`src/rtl/mem_access_pkg.sv`:
```
// Shared definitions for the EX/ME data-memory access unit.
// Includes control-word bit positions, access size codes, FSM states and byte-lane helpers.
package mem_access_pkg;

    localparam int CTRL_READ     = 0;
    localparam int CTRL_WRITE    = 1;
    localparam int CTRL_SIZE_LO  = 2;
    localparam int CTRL_SIZE_HI  = 3;
    localparam int CTRL_UNSIGNED = 4;

    localparam logic [1:0] SIZE_BYTE = 2'b00;
    localparam logic [1:0] SIZE_HALF = 2'b01;
    localparam logic [1:0] SIZE_WORD = 2'b10;
    localparam logic [1:0] SIZE_RSVD = 2'b11;

    typedef enum logic [1:0] {
        IDLE = 2'd0,
        WAIT = 2'd1,
        DONE = 2'd2
    } state_t;

    // Little-endian lane selection; lane k covers bits 8k+7:8k of the memory word
    function automatic logic [3:0] lane_enable(input logic [1:0] size, input logic [1:0] offset);
        case (size)
            SIZE_BYTE: lane_enable = 4'b0001 << offset;
            SIZE_HALF: lane_enable = offset[1] ? 4'b1100 : 4'b0011;
            SIZE_WORD: lane_enable = 4'b1111;
            default:   lane_enable = 4'b0000;
        endcase
    endfunction

    function automatic logic [31:0] lane_data(input logic [1:0] size, input logic [31:0] value);
        case (size)
            SIZE_BYTE: lane_data = {4{value[7:0]}};
            SIZE_HALF: lane_data = {2{value[15:0]}};
            default:   lane_data = value;
        endcase
    endfunction

endpackage

```
`src/rtl/mem_load_align.sv`:
```
// Extracts the addressed byte or halfword from a memory read word.
// The extracted value is then zero- or sign-extended to 32 bits.
module mem_load_align
    import mem_access_pkg::*;
(
    input  logic [31:0] memRData,
    input  logic [1:0]  offset,
    input  logic [1:0]  size,
    input  logic        unsignedLoad,
    output logic [31:0] result
);

    logic [7:0]  byte_sel;
    logic [15:0] half_sel;
    logic        fill;

    always_comb begin
        case (offset)
            2'd0:    byte_sel = memRData[7:0];
            2'd1:    byte_sel = memRData[15:8];
            2'd2:    byte_sel = memRData[23:16];
            default: byte_sel = memRData[31:24];
        endcase
        half_sel = offset[1] ? memRData[31:16] : memRData[15:0];
        fill     = 1'b0;
        case (size)
            SIZE_BYTE: begin
                fill   = ~unsignedLoad & byte_sel[7];
                result = {{24{fill}}, byte_sel};
            end
            SIZE_HALF: begin
                fill   = ~unsignedLoad & half_sel[15];
                result = {{16{fill}}, half_sel};
            end
            default:   result = memRData;
        endcase
    end

endmodule

```
`src/rtl/mem_access_unit.sv`:
```
// EX/ME data-memory access unit: issues one request per instruction and stalls until it is acknowledged.
// A DONE bubble follows every access, so the frozen instruction can never be issued a second time.
module mem_access_unit
    import mem_access_pkg::*;
(
    input  logic        clock,
    input  logic        reset,
    input  logic [31:0] control,
    input  logic [31:0] aluR,
    input  logic [31:0] regTValue,
    output logic        memReq,
    output logic        memWe,
    output logic [31:0] memAddr,
    output logic [3:0]  memByteEn,
    output logic [31:0] memWData,
    input  logic        memAck,
    input  logic [31:0] memRData,
    output logic [31:0] loadData,
    output logic        stall,
    output logic        misaligned
);

    state_t      state, next_state;
    logic        mem_read, mem_write, unsigned_load;
    logic [1:0]  size;
    logic        access, bad, issue;
    logic [1:0]  lat_offset, lat_size;
    logic        lat_unsigned;
    logic [31:0] aligned;
    logic        unused_ctrl;

    assign mem_read      = control[CTRL_READ];
    assign mem_write     = control[CTRL_WRITE];
    assign size          = control[CTRL_SIZE_HI:CTRL_SIZE_LO];
    assign unsigned_load = control[CTRL_UNSIGNED];
    assign unused_ctrl   = &{1'b0, control[31:5]};

    assign access = mem_read ^ mem_write;
    assign bad    = (mem_read & mem_write) | (size == SIZE_RSVD)
                  | ((size == SIZE_HALF) & aluR[0])
                  | ((size == SIZE_WORD) & (aluR[1:0] != 2'b00));

    always_comb begin
        next_state = state;
        issue      = 1'b0;
        stall      = 1'b0;
        misaligned = 1'b0;
        memReq     = 1'b0;
        case (state)
            IDLE: begin
                if (access && !bad) begin
                    issue      = 1'b1;
                    stall      = 1'b1;
                    next_state = WAIT;
                end else if (mem_read || mem_write) begin
                    misaligned = 1'b1;
                end
            end
            WAIT: begin
                memReq = 1'b1;
                stall  = 1'b1;
                if (memAck) next_state = DONE;
            end
            DONE:    next_state = IDLE;
            default: next_state = IDLE;
        endcase
    end

    // Offset/size/sign are captured at issue so load formatting does not depend on later control changes
    always_ff @(posedge clock) begin
        if (reset) begin
            state        <= IDLE;
            memWe        <= 1'b0;
            memAddr      <= '0;
            memByteEn    <= '0;
            memWData     <= '0;
            loadData     <= '0;
            lat_offset   <= '0;
            lat_size     <= '0;
            lat_unsigned <= 1'b0;
        end else begin
            state <= next_state;
            if (issue) begin
                memWe        <= mem_write;
                memAddr      <= {aluR[31:2], 2'b00};
                memByteEn    <= lane_enable(size, aluR[1:0]);
                memWData     <= lane_data(size, regTValue);
                lat_offset   <= aluR[1:0];
                lat_size     <= size;
                lat_unsigned <= unsigned_load;
            end
            if (state == WAIT && memAck && !memWe) loadData <= aligned;
        end
    end

    mem_load_align u_align (
        .memRData     (memRData),
        .offset       (lat_offset),
        .size         (lat_size),
        .unsignedLoad (lat_unsigned),
        .result       (aligned)
    );

endmodule

```
`config.mk`:
```
export PLATFORM = sky130hd
export DESIGN_NAME = mem_access_unit
export DESIGN_NICKNAME = d
export VERILOG_FILES = /design/src/rtl/mem_access_pkg.sv /design/src/rtl/mem_load_align.sv /design/src/rtl/mem_access_unit.sv
export SDC_FILE = /design/constraint.sdc
export NUM_CORES = 1
export LEC_CHECK = 0
export CAP_MARGIN = 20
export CELL_PAD_IN_SITES_DETAIL_PLACEMENT = 1
export CELL_PAD_IN_SITES_GLOBAL_PLACEMENT = 1
export CORE_UTILIZATION = 28
export DETAILED_ROUTE_END_ITERATION = 10
export PLACE_DENSITY_LB_ADDON = 0.1
export SLEW_MARGIN = 5
export SYNTH_ARGS = -nofsm -noshare
export SYNTH_HDL_FRONTEND = slang
export SYNTH_SLANG_ARGS = --single-unit
export TNS_END_PERCENT = 5
```
`constraint.sdc`:
```
create_clock -name clock -period 2.2 [get_ports clock]
set_input_delay 0.66 -clock clock [delete_from_list [all_inputs] [get_ports clock]]
set_output_delay 0.66 -clock clock [all_outputs]
set_load 0.01 [all_outputs]
```
==> flow_summary.ini, run 1 <==
[cts]
clk_latency_ps = 350
post-cts-setup-buffers = 0
cts_htree_levels = 3
cts_made_buffers = 9
cts_root_buf = clkbuf_16
clock-sinks = 106
cts_max_path_buffers = 2
cts.clk_slew.worst_paths_ps = 70
cts_tree = built

[yosys]
netlist_instances = 578
ys_warn_count = 0
ys_types = 40
synth_seq_area_share_pct = 45.7
synth.cell_area_sq_um = 4640
avgSynthCellArea_sq_um = 8.03
async_flop_share_pct = 0
synth-edff-count = 0
ys_ff_latch = 106
ys.flop_type = dfxtp_1

[routing]
drc = 0
vias = 4792
vias_per_cell = 4.81
wl_per_cell_um = 16.6
drt_wl_total_um = 16600
drtAntennaViolNets = 0
drt-initial-drc-count = 85
first_pass_iters = 4

[sta]
fin_crit_sh_pct = 101
hold_viol_final = 0
worst_clock_skew_ps = 6.20
rsz0062_at_grt = true
drv_slew = 0
fmax_mhz = 451
tns_ps = -19.9
finalSetupViolations = 2
slew_headroom_pct = 64.1
worstMarginPinSlew_ps = 538
fin_ws_ps = -18.3
period_needed_ps = 2220

[status]
violations = negative setup slack
status = finished, violations left

[place]
place_ws_ps = -1090
dpl.hpwl_um = 12300
globalplace.congestion = 0.800
post-place-cells = 983
io_buffers = 205

[floorplan]
boundaryPins = 235
core-area_sq_um = 16100
start_util_pct = 28.9
die-height_um = 131
die_w_um = 131
rows = 46
die_area_sq_um = 17100

[global_route]
grt_pass1_wl_um = 25900
grt_pass1_vias = 5080
grt_overflow_total = 0
grt_usage_pct = 19.7
grt_max_degree = 45
antenna_found_initial = 0

[worst_setup_path]
critPathRequiredTime_ps = 1540
critPathMaxFanout = 3
path_class = in2out
crit_path_max_incr_delay_ps = 200
startpoint_type = input pin
critical_path.cell_chain = buf_8 -> inv_4 -> ha_4 -> nor2b_4 -> o21ai_4 -> nor4b_4 -> buf_2
critPathTopFamily = simple AND/OR/NAND/NOR gates
worstPathArrival_ps = 1560
cp_slowest_cell = nor4b_4
crit_path_end_kind = output port
cp.buffers_inverters = 3

[hold_path]
hold_class = reg2reg

[pwr]
leakage_nw = 2.62
powerDensity_nw_per_um2 = 656
finalPower_mw = 4.89
vdd_ir_drop_max_uv = 348

[finish]
final_nets = 909
final_core_util_pct = 46.4
stdcell_count = 997
fillers = 1864
final_common_cell = clkdlybuf4s50_1
layout-drive-gt1-share_pct = 9.09
antenna_cells = 0
layout_common_cells = clkdlybuf4s50_1, nand2_1, dfxtp_1
area_delta_synth_final_pct = 60.5

[job]
max-cap-violations = 0
report_power, final:
| group | switching (mW) | internal [mW] |
|---|---|---|
| registers | 0.0579 | 2.02 |
| clock network | 0.755 | 1.03 |
| logic | 0.474 | 0.543 |
cell usage after synthesis (5+ instances only):
| cell | n | area share (%) |
|---|---|---|
| mux2i_1 | 24 | 5.2 |
| o21ai_0 | 31 | 3.3 |
| a22oi_1 | 7 | 1.1 |
| nand2_1 | 133 | 11 |
| nand2b_1 | 10 | 1.3 |
| clkbuf_1 | 25 | 2.0 |
| o22ai_1 | 5 | 0.67 |
| buf_2 | 15 | 1.6 |
| a211oi_1 | 43 | 7.0 |
| buf_4 | 6 | 0.97 |
| o32ai_1 | 5 | 0.94 |
| inv_1 | 19 | 1.5 |
| a21oi_1 | 61 | 6.6 |
| dfxtp_1 | 106 | 46 |
| nand3b_1 | 7 | 1.1 |
| nor2_1 | 52 | 4.2 |
registers in the layout (all words and copies together), names as in the netlist:
name          flops
memByteEn         4
state             2
memAddr          30
memWData         32
lat_size          2
lat_offset        2
loadData         32
lat_unsigned      1
memWe             1
worst register-to-register path: stages (launching register included):
cell and delay, ps:
dfxtp_1 370, buf_4 170, nor4b_1 340, buf_4 180, o21a_2 220, buf_12 200, nor2_1 70, a211oi_1 210
area by class of cell:
class,instances,area [sq um],area share [%]
inverters,19,76.3,1.02
well taps,216,270,3.63
repair buffers,233,2340,31.4
clock buffers,10,239,3.21
multi-input cells,407,2310,31.0
clock inverters,6,88.8,1.19
flip-flops and latches,106,2130,28.5
metal layers:
metal | global-route usage [%] | vias to the layer above | share of wire, % | wire length (um)
li1 | - | 2367 | - | -
met1 | 21.9 | 2274 | 41 | 6760
met2 | 35.2 | 132 | 50 | 8280
met3 | 5.82 | 19 | 7.3 | 1210
met4 | 7.57 | 0 | 2.0 | 334
met5 | 0 | - | 0 | 0
stage by stage:
stage / hold WS [ps] / instance area, sq um
finish: 460 / 7450
global route: 474 / 7450
CTS: 461 / 7430
detailed placement: 450 / 7070
global placement: 442 / 7070
floorplan: 437 / 4650
final timing paths:
path	slack, ps	endpoint	start	cells past startpoint
min	460	memAddr[25]	memAddr[25]	2
min reg2reg	460	memAddr[25]	memAddr[25]	2
max reg2reg	350	memWData[19]	state[1]	7
max	-20	misaligned	control[0]	7
cell families after synthesis:
family	after synthesis	synth area share [%]
adders and majority gates	2	0.539
DFF	106	45.7
muxes	27	6.47
buffers and inverters	66	6.39
and+or+nand+nor	213	19.1
AOI/OAI and AO/OA	163	21.7
other	1	0.0808
repair_timing:
action                                  in CTS  in global routing
hold buffers                                 0                  0
pin swaps                                    3                  1
gates resized for setup                     47                  4
endpoints found under the setup margin      75                  2
Power figures use the tool's default switching activity.
==> run 2: changes to the inputs <==
- ABC_CLOCK_PERIOD_IN_PS: unset -> 2200
- CORE_UTILIZATION: 28 -> 29
- CTS_BUF_LIST: unset -> sky130_fd_sc_hd__clkbuf_4
==> flow_summary.ini, run 2 (synthesized netlist as in run 1, its figures left out) <==
[status]
status = finished, violations left
violations = negative setup slack

[place]
dpl.hpwl_um = 12400
place_ws_ps = -1110
io_buffers = 205
globalplace.congestion = 0.849

[finish]
final_nets = 915
layout_common_cells = clkdlybuf4s50_1, nand2_1, dfxtp_1
fillers = 1866
final_core_util_pct = 47.0
top_regs = loadData: 32 flops, memWData: 32 flops, memAddr: 30 flops
final_common_cell = clkdlybuf4s50_1
layout-drive-gt1-share_pct = 9.41
area_delta_synth_final_pct = 56.1
multiInputGateArea_sq_um = 2280
seqCellArea_sq_um = 2130

[worst_setup_path]
path_class = in2out
critPathRequiredTime_ps = 1540
crit_path_end_kind = output port
startpoint_type = input pin
critPathMaxFanout = 3
worstPathArrival_ps = 1570

[pwr]
p_clk_share_pct = 25.5
switching_share_pct = 29.5
finalPower_mw = 4.14
vdd_ir_drop_max_uv = 234
powerDensity_nw_per_um2 = 572
power.internal_mw = 2.92
power_frac_seq_pct = 50.4
leakage_nw = 2.55
switchingPower_mw = 1.22
pwr-share-comb_pct = 24.1

[global_route]
grt_usage_pct = 20.5
grt_overflow_total = 0
grt_pass1_vias = 5144
grt_pass1_wl_um = 26300
grt_max_degree = 57
antenna_found_initial = 1

[sta]
fin_crit_sh_pct = 101
worstMarginPinSlew_ps = 570
fmax_mhz = 449
drv_slew = 0
worst_clock_skew_ps = 24.9
tns_ps = -29.1
period_needed_ps = 2230
hold_viol_final = 0
fin_ws_ps = -29.1
rsz0062_at_grt = true
finalSetupViolations = 1
slew_headroom_pct = 61.9

[cts]
clock-sinks = 106
cts_tree = built
cts_root_buf = clkbuf_4
cts.clk_slew.worst_paths_ps = 170
cts_made_buffers = 9
cts_max_path_buffers = 2
cts_htree_levels = 3
clk_latency_ps = 480

[hold_path]
hold_class = reg2reg

[floorplan]
rows = 45
die_w_um = 129
core-area_sq_um = 15400
start_util_pct = 30.1
boundaryPins = 235
die_area_sq_um = 16500
die-height_um = 129

[routing]
vias = 4824
drt_wl_total_um = 16500
wl_per_cell_um = 16.5
drc = 0
first_pass_iters = 4
drt-initial-drc-count = 198
drtAntennaViolNets = 0
vias_per_cell = 4.83

[job]
max-cap-violations = 0
-- run 2: timing repair --
action / in CTS / in global routing
resized for setup: 41 / 2
setup buffers: 0 / 0
hold buffers: 0 / 0
pin swaps: 4 / 2
endpoints found under the setup margin: 39 / 2
-- run 2: worst max-delay path, cell delays in order --
cell,delay (ps)
buf_8,100
inv_4,50
ha_4,190
nor2b_4,120
o21ai_2,70
nor4b_2,200
buf_2,180
-- run 2: cell type report --
type                            instances  area share [%]
Timing Repair Buffer                  239            32.4
Inverter                               19            1.05
Clock inverter                          6            1.04
Antenna cell                            1          0.0345
Multi-Input combinational cell        407            31.5
Tap cell                              211            3.64
Clock buffer                            9           0.933
Sequential cell                       106            29.4
-- run 2: metal layers --
metal | global-route usage [%] | part of all wire [%]
met5 | 0 | 0
met3 | 5.90 | 7.2
met4 | 6.37 | 1.1
met1 | 23.3 | 42
met2 | 36.8 | 50
-- run 2: worst paths after layout --
path | startpoint | end | slack [ps] | cells after the start
max | control[1] | misaligned | -30 | 7
max reg2reg | state[1] | memWData[15] | 340 | 6
min | memAddr[7] | memAddr[7] | 470 | 2
min reg2reg | memAddr[7] | memAddr[7] | 470 | 2
-- run 2: power groups by stage --
stage / registers, mW / logic (mW) / clock network (mW)
after detailed placement: 2.13 / 1.01 / 0
after CTS: 2.09 / 1.01 / 1.13
after global routing: 2.10 / 1.09 / 1.20
final: 2.09 / 1.00 / 1.05
after global placement: 2.12 / 0.981 / 0
after floorplan: 2.17 / 0.382 / 0
-- run 2: stage by stage --
step           instances  area, sq um  hold WS, ps
6_report             998         7240          467
5_1_grt              998         7240          486
4_1_cts              997         7240          469
3_5_place_dp         982         7060          450
3_3_place_gp         982         7060          442
2_1_floorplan        579         4650          437
